<file path="src/rtl/mac_rx_frame_check.sv">
// Ethernet MAC receive stage: preamble/SFD strip, header capture, destination filter,
// FCS strip and frame status. Define MAC_RX_CRC_CHK_EN to enable the CRC-32 check.
module mac_rx_frame_check #(
  parameter int P_MAX_PRE = 7,
  parameter int P_MAX_LEN = 1500
) (
  input  logic        i_udp_stack_clk,
  input  logic        i_udp_stack_rst_n,
  input  logic [7:0]  i_gmii_data,
  input  logic        i_gmii_valid,
  input  logic [47:0] i_local_mac,
  input  logic        i_promisc,
  output logic [7:0]  o_mac_data,
  output logic        o_mac_valid,
  output logic        o_mac_last,
  output logic [47:0] o_dst_mac,
  output logic [47:0] o_src_mac,
  output logic [15:0] o_eth_type,
  output logic        o_frame_end,
  output logic        o_frame_ok,
  output logic        o_crc_err,
  output logic        o_len_err,
  output logic [10:0] o_frame_len,
  output logic [15:0] o_drop_cnt
);

  typedef enum logic [2:0] {S_IDLE, S_PRE, S_HDR, S_PAY, S_DROP} state_t;

  state_t      r_state, w_state_nxt;
  logic [7:0]  r_pre_cnt;
  logic [3:0]  r_hdr_cnt;
  logic [31:0] r_dl;
  logic [2:0]  r_dl_cnt;
  logic [7:0]  r_hb;
  logic        r_hb_vld;
  logic [10:0] r_len_cnt;

  logic [7:0]  r_mac_data;
  logic        r_mac_valid, r_mac_last;
  logic [47:0] r_dst_mac, r_src_mac;
  logic [15:0] r_eth_type;
  logic        r_frame_end, r_frame_ok, r_crc_err, r_len_err;
  logic [10:0] r_frame_len;
  logic [15:0] r_drop_cnt;

  logic        w_is_55, w_is_d5, w_addr_ok, w_sfd, w_hdr_last;
  logic        w_pay_in, w_fall_pay, w_fall_hdr, w_dl_full, w_runt, w_len_bad, w_crc_bad;
  logic [10:0] w_len_final;

  assign w_is_55    = (i_gmii_data == 8'h55);
  assign w_is_d5    = (i_gmii_data == 8'hD5);
  assign w_addr_ok  = (r_dst_mac == i_local_mac) || (&r_dst_mac) || i_promisc;
  assign w_sfd      = (r_state == S_PRE) && i_gmii_valid && w_is_d5;
  assign w_hdr_last = (r_state == S_HDR) && i_gmii_valid && (r_hdr_cnt == 4'd13);
  assign w_pay_in   = (r_state == S_PAY) && i_gmii_valid;
  assign w_fall_pay = (r_state == S_PAY) && !i_gmii_valid;
  assign w_fall_hdr = (r_state == S_HDR) && !i_gmii_valid;
  assign w_dl_full  = (r_dl_cnt == 3'd4);
  // The holdback byte still pending at the fall is the final payload byte.
  assign w_len_final = (r_hb_vld && (r_len_cnt != 11'h7FF)) ? r_len_cnt + 11'd1 : r_len_cnt;
  assign w_runt      = w_fall_hdr || (w_fall_pay && !r_hb_vld);
  assign w_len_bad   = w_runt || (w_len_final > 11'(P_MAX_LEN));

  always_ff @(posedge i_udp_stack_clk or negedge i_udp_stack_rst_n) begin
    if (!i_udp_stack_rst_n) r_state <= S_IDLE;
    else                    r_state <= w_state_nxt;
  end

  always_comb begin
    w_state_nxt = r_state;
    if (!i_gmii_valid) begin
      w_state_nxt = S_IDLE;
    end else begin
      case (r_state)
        S_IDLE: w_state_nxt = w_is_55 ? S_PRE : S_DROP;
        S_PRE: begin
          if (w_is_55 && (r_pre_cnt < 8'(P_MAX_PRE))) w_state_nxt = S_PRE;
          else if (w_is_d5)                            w_state_nxt = S_HDR;
          else                                         w_state_nxt = S_DROP;
        end
        S_HDR: if (r_hdr_cnt == 4'd13) w_state_nxt = w_addr_ok ? S_PAY : S_DROP;
        default: ;
      endcase
    end
  end

  always_ff @(posedge i_udp_stack_clk or negedge i_udp_stack_rst_n) begin
    if (!i_udp_stack_rst_n) begin
      r_pre_cnt   <= '0;
      r_hdr_cnt   <= '0;
      r_dl        <= '0;
      r_dl_cnt    <= '0;
      r_hb        <= '0;
      r_hb_vld    <= 1'b0;
      r_len_cnt   <= '0;
      r_mac_data  <= '0;
      r_mac_valid <= 1'b0;
      r_mac_last  <= 1'b0;
      r_dst_mac   <= '0;
      r_src_mac   <= '0;
      r_eth_type  <= '0;
      r_frame_end <= 1'b0;
      r_frame_ok  <= 1'b0;
      r_crc_err   <= 1'b0;
      r_len_err   <= 1'b0;
      r_frame_len <= '0;
      r_drop_cnt  <= '0;
    end else begin
      r_mac_valid <= 1'b0;
      r_mac_last  <= 1'b0;
      r_frame_end <= 1'b0;

      if ((r_state == S_IDLE) && i_gmii_valid)
        r_pre_cnt <= 8'd1;
      else if ((r_state == S_PRE) && i_gmii_valid && w_is_55)
        r_pre_cnt <= r_pre_cnt + 8'd1;

      if (w_sfd) begin
        r_hdr_cnt <= '0;
        r_dl_cnt  <= '0;
        r_hb_vld  <= 1'b0;
        r_len_cnt <= '0;
      end

      if ((r_state == S_HDR) && i_gmii_valid) begin
        r_hdr_cnt <= r_hdr_cnt + 4'd1;
        if (r_hdr_cnt < 4'd6)       r_dst_mac  <= {r_dst_mac[39:0], i_gmii_data};
        else if (r_hdr_cnt < 4'd12) r_src_mac  <= {r_src_mac[39:0], i_gmii_data};
        else                        r_eth_type <= {r_eth_type[7:0], i_gmii_data};
      end

      if (w_hdr_last && !w_addr_ok && (r_drop_cnt != 16'hFFFF))
        r_drop_cnt <= r_drop_cnt + 16'd1;

      // Four bytes of delay hide the FCS; the holdback lets the last payload byte carry o_mac_last.
      if (w_pay_in) begin
        r_dl <= {r_dl[23:0], i_gmii_data};
        if (!w_dl_full) begin
          r_dl_cnt <= r_dl_cnt + 3'd1;
        end else begin
          r_hb     <= r_dl[31:24];
          r_hb_vld <= 1'b1;
          if (r_hb_vld) begin
            r_mac_data  <= r_hb;
            r_mac_valid <= 1'b1;
            if (r_len_cnt != 11'h7FF) r_len_cnt <= r_len_cnt + 11'd1;
          end
        end
      end

      if (w_fall_pay || w_fall_hdr) begin
        r_frame_end <= 1'b1;
        if (w_fall_pay && r_hb_vld) begin
          r_mac_data  <= r_hb;
          r_mac_valid <= 1'b1;
          r_mac_last  <= 1'b1;
        end
        r_frame_len <= w_len_final;
        r_len_err   <= w_len_bad;
        r_crc_err   <= w_crc_bad;
        r_frame_ok  <= !w_len_bad && !w_crc_bad;
        r_hb_vld    <= 1'b0;
        r_dl_cnt    <= '0;
      end
    end
  end

`ifdef MAC_RX_CRC_CHK_EN
  logic [31:0] r_crc;

  function automatic logic [31:0] f_crc_byte(input logic [31:0] c, input logic [7:0] d);
    logic [31:0] x;
    x = c;
    for (int unsigned i = 0; i < 8; i++)
      x = (x[0] ^ d[i]) ? ((x >> 1) ^ 32'hEDB88320) : (x >> 1);
    return x;
  endfunction

  always_ff @(posedge i_udp_stack_clk or negedge i_udp_stack_rst_n) begin
    if (!i_udp_stack_rst_n)
      r_crc <= '1;
    else if (w_sfd)
      r_crc <= '1;
    else if (((r_state == S_HDR) || (r_state == S_PAY)) && i_gmii_valid)
      r_crc <= f_crc_byte(r_crc, i_gmii_data);
  end

  // Running over dst..FCS leaves the fixed CRC-32 residue when the FCS is intact.
  assign w_crc_bad = (r_crc != 32'hDEBB20E3);
`else
  assign w_crc_bad = 1'b0;
`endif

  assign o_mac_data  = r_mac_data;
  assign o_mac_valid = r_mac_valid;
  assign o_mac_last  = r_mac_last;
  assign o_dst_mac   = r_dst_mac;
  assign o_src_mac   = r_src_mac;
  assign o_eth_type  = r_eth_type;
  assign o_frame_end = r_frame_end;
  assign o_frame_ok  = r_frame_ok;
  assign o_crc_err   = r_crc_err;
  assign o_len_err   = r_len_err;
  assign o_frame_len = r_frame_len;
  assign o_drop_cnt  = r_drop_cnt;

endmodule

</file>
<file path="config.mk">
export PLATFORM = sky130hd
export DESIGN_NAME = mac_rx_frame_check
export DESIGN_NICKNAME = d
export VERILOG_FILES = /design/src/rtl/mac_rx_frame_check.sv
export SDC_FILE = /design/constraint.sdc
export NUM_CORES = 1
export LEC_CHECK = 0
export CORE_ASPECT_RATIO = 0.8
export CORE_MARGIN = 5
export CORE_UTILIZATION = 46
export CTS_CLUSTER_DIAMETER = 50
export DETAILED_ROUTE_END_ITERATION = 8
export PLACE_DENSITY = 0.76
export RECOVER_POWER = 25
export SLEW_MARGIN = 5
export SYNTH_ARGS = -nofsm -noshare
export SYNTH_HDL_FRONTEND = slang
export SYNTH_SLANG_ARGS = --single-unit
</file>
<file path="constraint.sdc">
create_clock -name i_udp_stack_clk -period 2.53 [get_ports i_udp_stack_clk]
set_clock_uncertainty 0.05 [all_clocks]
set_input_delay 0.506 -clock i_udp_stack_clk [delete_from_list [all_inputs] [get_ports i_udp_stack_clk]]
set_output_delay 0.506 -clock i_udp_stack_clk [all_outputs]
set_load 0.01 [all_outputs]
</file>
==> flow_summary.ini <==
[placement]
dp.cells = 1370
gp_congestion = 0.8971
place_ws_ns = -0.5373
io_buffer_count = 211
dpl.hpwl_um = 18700

[floorplan]
die_w_um = 173.7
coreArea_mm2 = 0.02088
dieArea_mm2 = 0.02449
boundaryPins = 213
start_util = 0.4726
rows = 47
die_h_um = 141.0

[logic_synthesis]
yosysSeqAreaShare = 0.5631
ys_warn_count = 0
synth_edf_count = 0
synth-seq-cells = 222
syn_nets = 914
yosysMostFrequentCell = dfrtp_1
ys_types = 59
synth_area_leaders = dfrtp_1, mux2_2, xor2_1
ys.flop_type = dfrtp_1
synth_top_area_share = 0.5631
synthesis.area_mm2 = 0.009866
yosys.area.top_type = dfrtp_1
synth_area_per_cell_um2 = 11.65
netlist_instances = 847
synth_commonest_cells = dfrtp_1, nand2_1, mux2_2
synth-async-reset-ratio = 1.000

[worst_hold_path]
whs_path_depth = 2
holdCritPathClass = flip-flop to flip-flop
min_from = r_dl[18]$_DFFE_PN0P_

[clock_tree]
cts_buffer_depth = 3
cts_buffers = 23
htree_levels = 1
root_buffer = clkbuf_16
clk_pin_slew_worst_paths_ns = 0.06
cts_sinks = 222
worst_skew_pair.late_latency_ns = 0.51
cts_tree = built

[worst_setup_path]
worstSetupPathType = input pin to flip-flop
slowest_delay_ns = 0.50
path_buf_inv = 4
path_delay_family = buffers and inverters
worstPathRequired_ns = 2.91
crit_arrival_ns = 2.84
path_cells = clkdlybuf4s50_1 -> xor2_1 -> nor4_2 -> buf_4 -> nand4_1 -> o31ai_2 -> buf_4 -> a311o_1 -> buf_12 -> nor4_1 -> xor2_1
worst_setup_path_end_kind = flip-flop
rr_worst_depth = 10
r2r_start = o_dst_mac[38]$_DFFE_PN0P_
critPathLaunch = i_local_mac[11]
cp.depth = 11
path_max_fanout = 10
start_kind = input pin
slowest_stage = clkdlybuf4s50_1

[pwr]
p_leak_nw = 6.478
power_density_mw_per_mm2 = 712.1
ir_drop_v = 0.0004460

[drt]
first_pass_iters = 5
drt_iter0_markers = 418
drc = 0
drtAntennaViolNets = 0
routed_wl_um = 25600
wl_per_cell_um = 18.12
vias = 7482
vias_per_cell = 5.295

[flow_run]
cap_violations = 0

[grt]
grt_max_degree = 74
overflow = 0
antenna_found_initial = 0
track_usage = 0.2106
grt_pass1_wl_um = 42440
first_global_vias = 7801

[run_status]
outcome = finished, final reports clean

[timing]
period_share = 0.9714
finalWorstSetupSlack_ns = 0.07243
drv_slew = 0
hold_viol_final = 0
setup_violations = 0
hold_ws_ns = 0.4109
worstMarginPinSlew_ns = 1.009
fmax_mhz = 406.9
slew_headroom = 0.3272
fin_setup_tns_ns = 0
rsz0062_at_grt = no
period_minus_slack_ns = 2.458

[layout]
antenna_cells = 0
fillers = 1555
finalNonFillerCells = 1413
syn2layout_area_growth_pct = 38.68
register_area_mm2 = 0.005557
multiInputGateArea_mm2 = 0.004155
nNetsFinal = 1196
drive_gt1_frac = 0.2115
-- state kept, by name (all words and copies together) (netlist names) --
name and count:
o_len_err 1, o_eth_type 16, r_dl_cnt 3, o_frame_end 1
r_dl 32, r_pre_cnt 8, r_hdr_cnt 4, r_len_cnt 11
o_src_mac 48, o_drop_cnt 16, o_mac_valid 1, o_frame_ok 1
r_hb 8, o_dst_mac 48, o_mac_last 1, o_frame_len 11
o_mac_data 8, r_state 3, r_hb_vld 1
-- what timing repair did --
action,CTS,global route
endpoints found under the hold margin,67,0
pin swaps,0,7
hold buffers,1,0
resized for setup,3,7
setup buffers,0,2
endpoints found under the setup margin,4,7
-- report_power, final --
| group | internal [W] | switching [W] | leakage, nW |
|---|---|---|---|
| clock network | 0.00217 | 0.00135 | 0.394 |
| registers | 0.00389 | 0.000409 | 3.02 |
| logic | 0.00109 | 0.000840 | 3.06 |
| total | 0.00715 | 0.00260 | 6.48 |
-- layout make-up --
type | count | share of cell area
Inverter | 14 | 0.003841
Clock buffer | 29 | 0.04591
Multi-Input combinational cell | 573 | 0.3037
Timing Repair Buffer | 295 | 0.2039
Clock inverter | 11 | 0.01189
Tap cell | 269 | 0.02460
Sequential cell | 222 | 0.4061
-- cells by family (layout without fill, tap and decap cells) --
family                   count (synthesis)  in the layout  synth area share
AO/OA/AOI/OAI                           67             67           0.04198
other                                    1              1         0.0003801
buffers and inverters                   52            349           0.02207
adder cells (fa/ha/maj)                  7              7          0.008877
multiplexers                           136            136            0.1549
XOR/XNOR                                80             80           0.07102
flip-flops                             222            222            0.5631
AND/OR/NAND/NOR                        282            282            0.1377
-- routing by layer --
metal	global-route usage	vias to the layer above	wire length (µm)
met4	0.03998	0	359
li1	-	3509	-
met5	0	-	0
met3	0.05862	31	1814
met1	0.2993	3714	11570
met2	0.3299	228	11860
-- layout by cell type, fill, tap and decap left out, types with 4 or more instances in the layout --
| cell | Yosys | routed |
|---|---|---|
| clkdlybuf4s50_1 | 0 | 210 |
| clkbuf_1 | 23 | 4 |
| nor2_1 | 44 | 43 |
| o21ai_1 | 11 | 11 |
| nand4b_1 | 4 | 4 |
| nand2_1 | 129 | 129 |
| nand4_1 | 21 | 21 |
| ha_1 | 7 | 7 |
| and3_1 | 8 | 8 |
| a21oi_1 | 17 | 17 |
| nor3_1 | 6 | 6 |
| nor4_2 | 1 | 8 |
| bufinv_16 | 0 | 4 |
| buf_4 | 2 | 75 |
| nand3_1 | 22 | 22 |
| xnor2_1 | 13 | 13 |
| mux2_1 | 32 | 32 |
| nor3_2 | 4 | 4 |
| o31ai_1 | 6 | 5 |
| clkinv_2 | 0 | 5 |
| inv_1 | 14 | 14 |
| o21ai_0 | 11 | 11 |
| mux2_2 | 101 | 101 |
| xor2_1 | 67 | 67 |
| dfrtp_1 | 222 | 221 |
| a31oi_1 | 7 | 7 |
| nor4_1 | 20 | 13 |
| clkbuf_16 | 0 | 23 |
| buf_12 | 0 | 4 |
-- worst paths after layout --
path | slack [ns] | to
min in group asynchronous | 0.71 | o_dst_mac[8]$_DFFE_PN0P_
setup / recovery | 0.07 | o_drop_cnt[13]$_DFFE_PN0P_
setup reg to reg | 0.08 | o_drop_cnt[3]$_DFFE_PN0P_
max in group asynchronous | 0.41 | o_src_mac[39]$_DFFE_PN0P_
hold / removal | 0.41 | r_dl[26]$_DFFE_PN0P_
hold reg to reg | 0.41 | r_dl[26]$_DFFE_PN0P_
-- worst register-to-register path: stages (launching register included) --
cell,delay [ns]
dfrtp_2,0.44
xor2_1,0.16
nor4_2,0.41
nand4_1,0.17
o31ai_2,0.32
buf_4,0.17
a311o_1,0.16
buf_12,0.15
buf_4,0.12
nor2_1,0.05
xor2_1,0.15
-- through the flow --
| step | instance area (µm²) | utilization | total power, W |
|---|---|---|---|
| 3_3_place_gp | 12860 | 0.6158 | 0.006223 |
| 4_1_cts | 13670 | 0.6550 | 0.009820 |
| 3_5_place_dp | 12860 | 0.6158 | 0.006263 |
| 2_1_floorplan | 9877 | - | 0.004943 |
| 6_report | 13680 | 0.6554 | 0.009743 |
| 5_1_grt | 13680 | 0.6554 | 0.01016 |
Power figures use the tool's default switching activity.
